$ cat config.mk
export PLATFORM = sky130hd
export DESIGN_NAME = i2s_stereo_tx
export DESIGN_NICKNAME = d
export VERILOG_FILES = /design/src/rtl/i2s_stereo_tx.sv
export SDC_FILE = /design/constraint.sdc
export NUM_CORES = 1
export LEC_CHECK = 0
export ABC_CLOCK_PERIOD_IN_PS = 13900
export CORE_AREA = 4 4 158 160
export DETAILED_ROUTE_END_ITERATION = 16
export DIE_AREA = 0 0 162 164
export GPL_TIMING_DRIVEN = 0
export PLACE_DENSITY = 0.76
export SYNTH_ARGS = -nofsm -noshare
export SYNTH_HDL_FRONTEND = slang
export SYNTH_SLANG_ARGS = --single-unit
$ cat constraint.sdc
create_clock -name Clk -period 13.9 [get_ports Clk]
set_clock_uncertainty 0.1 [all_clocks]
set_input_delay 2.78 -clock Clk [delete_from_list [all_inputs] [get_ports Clk]]
set_output_delay 2.78 -clock Clk [all_outputs]
set_load 0.03 [all_outputs]
$ cat src/rtl/i2s_stereo_tx.sv
`default_nettype none
// ============================================================================
// i2s_stereo_tx : FIFO-buffered I2S DAC transmitter slaved to codec SCLK/LRCLK
// Define I2S_UNDERRUN_CNT_EN to add the saturating underrun_cnt port. Rev 1.0
// ============================================================================
module i2s_stereo_tx #(
  parameter int SAMPLE_W   = 16,
  parameter int SLOT_W     = 32,
  parameter int FIFO_DEPTH = 8
) (
  input  logic                        Clk,
  input  logic                        Reset,
  input  logic [2*SAMPLE_W-1:0]       s_data,
  input  logic                        s_valid,
  output logic                        s_ready,
  input  logic                        i2s_sclk,
  input  logic                        i2s_lrclk,
  output logic                        i2s_dout,
  output logic [$clog2(FIFO_DEPTH):0] fifo_level,
  output logic                        underrun
`ifdef I2S_UNDERRUN_CNT_EN
  ,
  output logic [15:0]                 underrun_cnt
`endif
);

  localparam int                 c_PTR_W  = $clog2(FIFO_DEPTH);
  localparam logic [c_PTR_W:0]   c_FULL   = FIFO_DEPTH[c_PTR_W:0];
  localparam logic [0:0]         c_S_IDLE = 1'b0;
  localparam logic [0:0]         c_S_RUN  = 1'b1;

  logic [1:0]             r_sclk_sync;
  logic [1:0]             r_lrclk_sync;
  logic                   r_sclk_d;
  logic                   r_lrclk_prev;
  logic                   w_fall;
  logic                   w_lr;
  logic                   w_boundary;
  logic                   w_load_l;
  logic                   w_load_r;

  logic [2*SAMPLE_W-1:0]  r_mem [FIFO_DEPTH];
  logic [c_PTR_W-1:0]     r_wr_ptr;
  logic [c_PTR_W-1:0]     r_rd_ptr;
  logic [c_PTR_W:0]       r_level;
  logic                   w_push;
  logic                   w_pop;
  logic                   w_empty;
  logic [2*SAMPLE_W-1:0]  w_head;

  logic [0:0]             r_state;
  logic [SLOT_W-1:0]      r_shreg;
  logic [SAMPLE_W-1:0]    r_rhold;
  logic                   r_dout;
  logic                   r_underrun;
  logic                   w_underrun_set;
  logic [SLOT_W-1:0]      w_left_slot;
  logic [SLOT_W-1:0]      w_right_slot;

  // Equal-depth synchronisers keep LRCLK aligned with the detected SCLK fall
  always_ff @(posedge Clk or posedge Reset) begin
    if (Reset) begin
      r_sclk_sync  <= '0;
      r_lrclk_sync <= '0;
      r_sclk_d     <= 1'b0;
      r_lrclk_prev <= 1'b0;
    end else begin
      r_sclk_sync  <= {r_sclk_sync[0], i2s_sclk};
      r_lrclk_sync <= {r_lrclk_sync[0], i2s_lrclk};
      r_sclk_d     <= r_sclk_sync[1];
      if (w_fall) begin
        r_lrclk_prev <= r_lrclk_sync[1];
      end
    end
  end

  assign w_fall         = r_sclk_d & ~r_sclk_sync[1];
  assign w_lr           = r_lrclk_sync[1];
  assign w_boundary     = w_fall & (w_lr != r_lrclk_prev);
  assign w_load_l       = w_boundary & ~w_lr;
  assign w_load_r       = w_boundary & w_lr & (r_state == c_S_RUN);

  assign w_empty        = (r_level == '0);
  assign s_ready        = (r_level != c_FULL);
  assign w_push         = s_valid & s_ready;
  assign w_pop          = w_load_l & ~w_empty;
  assign w_underrun_set = w_load_l & w_empty;
  assign w_head         = r_mem[r_rd_ptr];

  always_ff @(posedge Clk or posedge Reset) begin
    if (Reset) begin
      for (int i = 0; i < FIFO_DEPTH; i++) begin
        r_mem[i] <= '0;
      end
      r_wr_ptr <= '0;
      r_rd_ptr <= '0;
      r_level  <= '0;
    end else begin
      if (w_push) begin
        r_mem[r_wr_ptr] <= s_data;
        r_wr_ptr        <= r_wr_ptr + 1'b1;
      end
      if (w_pop) begin
        r_rd_ptr <= r_rd_ptr + 1'b1;
      end
      case ({w_push, w_pop})
        2'b10:   r_level <= r_level + 1'b1;
        2'b01:   r_level <= r_level - 1'b1;
        default: r_level <= r_level;
      endcase
    end
  end

  always_comb begin
    w_left_slot                          = '0;
    w_left_slot[SLOT_W-1 -: SAMPLE_W]    = w_head[2*SAMPLE_W-1 -: SAMPLE_W];
    w_right_slot                         = '0;
    w_right_slot[SLOT_W-1 -: SAMPLE_W]   = r_rhold;
  end

  // A left-slot start always loads a whole pair (or zeros), so L/R never slip
  always_ff @(posedge Clk or posedge Reset) begin
    if (Reset) begin
      r_state    <= c_S_IDLE;
      r_shreg    <= '0;
      r_rhold    <= '0;
      r_dout     <= 1'b0;
      r_underrun <= 1'b0;
    end else begin
      r_underrun <= w_underrun_set;
      if (w_load_l) begin
        r_state <= c_S_RUN;
        r_dout  <= 1'b0;
        if (w_empty) begin
          r_shreg <= '0;
          r_rhold <= '0;
        end else begin
          r_shreg <= w_left_slot;
          r_rhold <= w_head[SAMPLE_W-1:0];
        end
      end else if (w_load_r) begin
        r_shreg <= w_right_slot;
        r_dout  <= 1'b0;
      end else if (w_fall && (r_state == c_S_RUN)) begin
        r_dout  <= r_shreg[SLOT_W-1];
        r_shreg <= r_shreg << 1;
      end
    end
  end

  assign i2s_dout   = r_dout;
  assign underrun   = r_underrun;
  assign fifo_level = r_level;

`ifdef I2S_UNDERRUN_CNT_EN
  logic [15:0] r_underrun_cnt;

  always_ff @(posedge Clk or posedge Reset) begin
    if (Reset) begin
      r_underrun_cnt <= '0;
    end else if (w_underrun_set && (r_underrun_cnt != 16'hFFFF)) begin
      r_underrun_cnt <= r_underrun_cnt + 16'd1;
    end
  end

  assign underrun_cnt = r_underrun_cnt;
`endif

endmodule
`default_nettype wire

After elaboration in Yosys (flattened, before gate mapping)
Cells that the tools add are included.

storage, ports and cells
  output and inout port bits = 7
  memories = 0
  flip-flop bits (word level) = 323
  ROM bits = 0
  logic and storage cells = 64
  bits in writable memories = 0
  bits in latches = 0

cells by class
  multiply operators = 0
  div/mod/pow operators = 0
  shifts and indexed selects = 0
  bitwise logic cells = 13
  equality and inequality tests = 4
  $add $sub $neg = 4
  reduce and logical (&&, ||, !) cells = 5
  mux-type cells = 15
  order comparisons = 3

operators by type and width
  operator               count
  $bwmux W256            1
  $mux W32               7
  $bmux W32 S3           1
  $demux W32 S3          1
  $mux W16               1
  $and A1 B1 Y1          8
  $ge A4 B4 Y1 const B   2
  $not A3 Y4             2
  $pmux W4 S2            1
  $add A3 B1 Y3 const B  2
  $add A4 B1 Y4 const B  1
  $logic_not A4 Y1       1
  $lt A4 B1 Y1 const B   1
  $ne A4 B4 Y1 const B   1
  $sub A4 B1 Y4 const B  1
  $mux W1                3
  $not A1 Y1             3
  $reduce_bool A3 Y1     1
  $eq A2 B1 Y1 const B   1
  $eq A2 B2 Y1 const B   1
  $logic_and A1 B1 Y1    2
  $reduce_bool A2 Y1     1
  $ne A1 B1 Y1           1

Logic depth before layout (Yosys ltp)
  depth in word-level cells = 7
  mapped depth = 10
  gate-level depth less buffers = 10

Least setup slack after synthesis
OpenSTA, ideal clock, no wires.

  path kind = input to register
  start point = in s_valid
  end point = reg r_level[2] (netlist: fifo_level[2])
  slack = 9.326 ns
  arrival = 4.334 ns
  stages = 10
  cells stage by stage = inv_1 a21oi_4 inv_1 ha_1 xor2_1 ha_1 a21oi_1 xor2_1 nor2_1 xor2_1

on the way
  longest elaborated chain between the ends = 3
  elaborated cells on any way between the ends = 5

ends and longest elaborated chain
  what                                                      RTL line  text
  from (decl)                                               14        input logic s_valid,
  $and A1 B1 Y1 *                                           85        assign w_push = s_valid & s_ready;
  $eq A2 B1 Y1 / $eq A2 B2 Y1 (equally long branches)       106       case ({w_push, w_pop})
  $pmux W4 S2 / $reduce_bool A2 Y1 (equally long branches)  --
  to (signal assigned)                                      107       2'b10: r_level <= r_level + 1'b1;
  to (signal assigned)                                      108       2'b01: r_level <= r_level - 1'b1;
  to (signal assigned)                                      109       default: r_level <= r_level;
  to (decl)                                                 45        logic [c_PTR_W:0] r_level;

Every way passes the cells marked *; elsewhere a longest branch is shown, timed or not.
A chain may end at the register's enable or synchronous reset.

Worst setup path in the final report
  start point = reg r_level[1] (netlist: fifo_level[1])
  end point = out s_ready

on the way
  longest elaborated chain between the ends = 1

ends and longest elaborated chain
  what          RTL line  text
  $ne A4 B4 Y1  84        assign s_ready = (r_level != c_FULL);
  to (decl)     15        output logic s_ready,

Every way passes these cells.

==> reports/metrics.cfg <==
[run_status]
status = complete, no violations

[worst_setup_path]
crit_path_end_kind = output pin
critPathRequiredTime_ps = 11020
start_kind = flop
path_max_fanout = 8
crit_path_start = fifo_level[1]
timing.rr.start = r_lrclk_sync[1]
crit_arrival_ps = 2060
reg2reg_depth = 10
slowest_stage = clkdlybuf4s50_1
path_cells = nor3_2 -> nand2_1 -> clkdlybuf4s50_1
reg2reg_setup_slack_ps = 10690
r2r-end = fifo_level[2]
crit_type = flop to output pin
critPathMaxStageDelay_ps = 600

[sta]
relSlewSlack = 0.3719
tightest_slew_ps = 942.1
setup_violations = 0
max_freq_mhz = 202.4
hold_viol_final = 0
tns_ps = 0
min_period_ps = 4941
hold_slack_ps = 250.1
rsz0062_at_grt = false
period_share = 0.3555
slew_viol_final = 0

[die]
dieWidth_um = 162
fp.dieArea_sq_mm = 0.02657
rows = 56
io_pins = 44
design.core.area_sq_mm = 0.02340
die_y_um = 164
initial_core_util = 0.5877

[routing]
routed_via_density = 6.113
num_vias = 7819
drt_pass1_iterations = 5
wl_per_cell_um = 23.42
antenna_left = 0
drt_iter0_markers = 633
wl_um = 29960
drc_errors = 0

[pwr]
vdd_drop_max_v = 0.0001356
comb_power_share = 0.344
finalPower_mw = 3.764
leakage_nw = 6.786
internal_power_mw = 2.645
pwr-share-seq = 0.423
power_switching_mw = 1.119
power_density_mw_per_mm2 = 239.2
swShare = 0.2973
pwr-share-clk = 0.233

[synthesis]
postSynthCellCount = 856
synth_warnings = 0
synth.avg_cell_area_sq_um = 16.07
syn_nets = 898
synth_compound_area_frac = 0.03802
synthAdderAreaFrac = 0.004548
synthXorXnorAreaFrac = 0.005731
synth.distinct_cells = 44
synth_enable_flop_cells = 0
synthSimpleGateAreaFrac = 0.03220
ys_seq_elements = 307
async_flop_share = 1.000
synth_top_family_by_area = multiplexers
synth.area.mux_share = 0.3368
synth_ff_type = dfrtp_1
synth_area_sq_mm = 0.01375
seq_area_frac_synth = 0.5585

[hold_path]
hp-start = r_lrclk_sync[0]
min_to = r_lrclk_sync[1]
whs_path_depth = 0
min_path_type = flop to flop

[clock_tree]
hold_buffers = 0
clock_path_buffers = 3
clkSinkCount = 307
cts_tree = built
cts-root-buf = clkbuf_16
numCtsBuffers = 34
cts_setup_buffers = 0
htree_levels = 2
clk_latency_ps = 510
cts_resized = 0
clk_pin_slew_ps = 50

[grt]
grt_overflow = 0
grt.total_usage = 0.2369
grt_pass1_wl_um = 48070
antenna_found_initial = 0
grt_start_max_net_pins = 131
grt_pass1_vias = 8306

[final_layout]
n_antenna_cell = 0
final_area_sq_mm = 0.01573
drive_gt1_frac = 0.4281
nets = 979
area_delta_synth_final_pct = 14.39

[place]
placed_cell_area_sq_mm = 0.01465
gp_congestion = 0.8303
dp_hpwl_um = 18980
portBuffers = 43

[job]
max-cap-violations = 0

[metal layers]
metal,vias to the layer above,global-route usage,routed length (um)
met5,-,0,0
met4,0,0.06920,747
met3,50,0.03563,1588
met2,222,0.3790,14200
met1,4161,0.3444,13430
li1,3386,-,-
[stage by stage]
| stage | utilization | std cells | worst slack [ps] |
|---|---|---|---|
| finish | 0.6723 | 1279 | 8959 |
| detailed placement | 0.6259 | 1220 | 8698 |
| CTS | 0.6723 | 1279 | 8944 |
| global route | 0.6723 | 1279 | 8851 |
| floorplan | - | 856 | 2532 |
| global placement | 0.6232 | 1218 | -1181 |
[cells in the final DEF, fill, tap and decap left out, drive strengths merged, types with 5 or more instances in the layout]
master           n
a2bb2oi         15
clkdlybuf4s50   43
dfrtp          307
mux2           260
o21ai           32
a21oi            5
and2            17
buf             40
a221o           16
nor2b            6
mux4            64
mux2i           15
nor2            19
nand2            8
clkbuf          69
nand3            5
xnor2            5
ha               5
[sequential cells by signal (all words and copies together) (netlist names)]
register and count:
r_shreg 16, r_rd_ptr 3, r_mem 256, r_lrclk_prev 1, r_lrclk_sync 2, i2s_dout 1, r_state 1, r_rhold 16
fifo_level 4, r_sclk_sync 2, r_wr_ptr 3, r_sclk_d 1, underrun 1
[worst max-delay path, delay by kind of cell (launching register included)]
| kind | cells | cell delay (ps) |
|---|---|---|
| buffers and inverters | 1 | 600 |
| and+or+nand+nor | 2 | 490 |
| DFF | 1 | 470 |
[cell type report]
| type | count | area, sq um |
|---|---|---|
| flip-flops and latches | 307 | 7682 |
| fillers | 1663 | 7669 |
| multi-input cells | 494 | 5739 |
| clock buffers | 56 | 1047 |
| repair buffers | 45 | 485.5 |
| well taps | 319 | 399.1 |
| plain buffers | 51 | 317.8 |
| clock inverters | 3 | 40.04 |
| inverters | 4 | 22.52 |
[power by group through the flow]
stage          logic, mW  clock network [mW]  registers [mW]
2_1_floorplan       1.02                   0            1.52
3_3_place_gp        1.26                   0            1.58
3_5_place_dp        1.30                   0            1.59
4_1_cts             1.31               0.890            1.59
5_1_grt             1.40               0.930            1.64
6_report            1.29               0.875            1.59
[synth_stat cells (all sizes together), types with 8 or more instances]
library cell,instances,area (sq um)
dfrtp,307,7682
mux2,260,3040
mux4,64,1441
buf,38,269.0
o21ai,32,160.2
nor2,19,71.32
and2,17,106.4
a221o,16,160.2
a2bb2oi,15,131.4
mux2i,15,150.1
clkbuf,13,48.80
nand2,8,30.03
[worst max path at each step]
stage	endpoint	slack, ps	cells past startpoint
2_1_floorplan	fifo_level[0]	2530	1
3_3_place_gp	r_mem[149]	-1180	2
3_5_place_dp	fifo_level[2]	8700	11
4_1_cts	s_ready	8940	3
5_1_grt	s_ready	8850	3
6_report	s_ready	8960	3
[cell families after synthesis]
| family | count (synthesis) |
|---|---|
| buffers and inverters | 55 |
| and+or+nand+nor | 69 |
| AOI/OAI and AO/OA | 72 |
| muxes | 339 |
| xor gates and xnor gates | 9 |
| DFF | 307 |
| adders and majority gates | 5 |
Power figures use the tool's default switching activity.
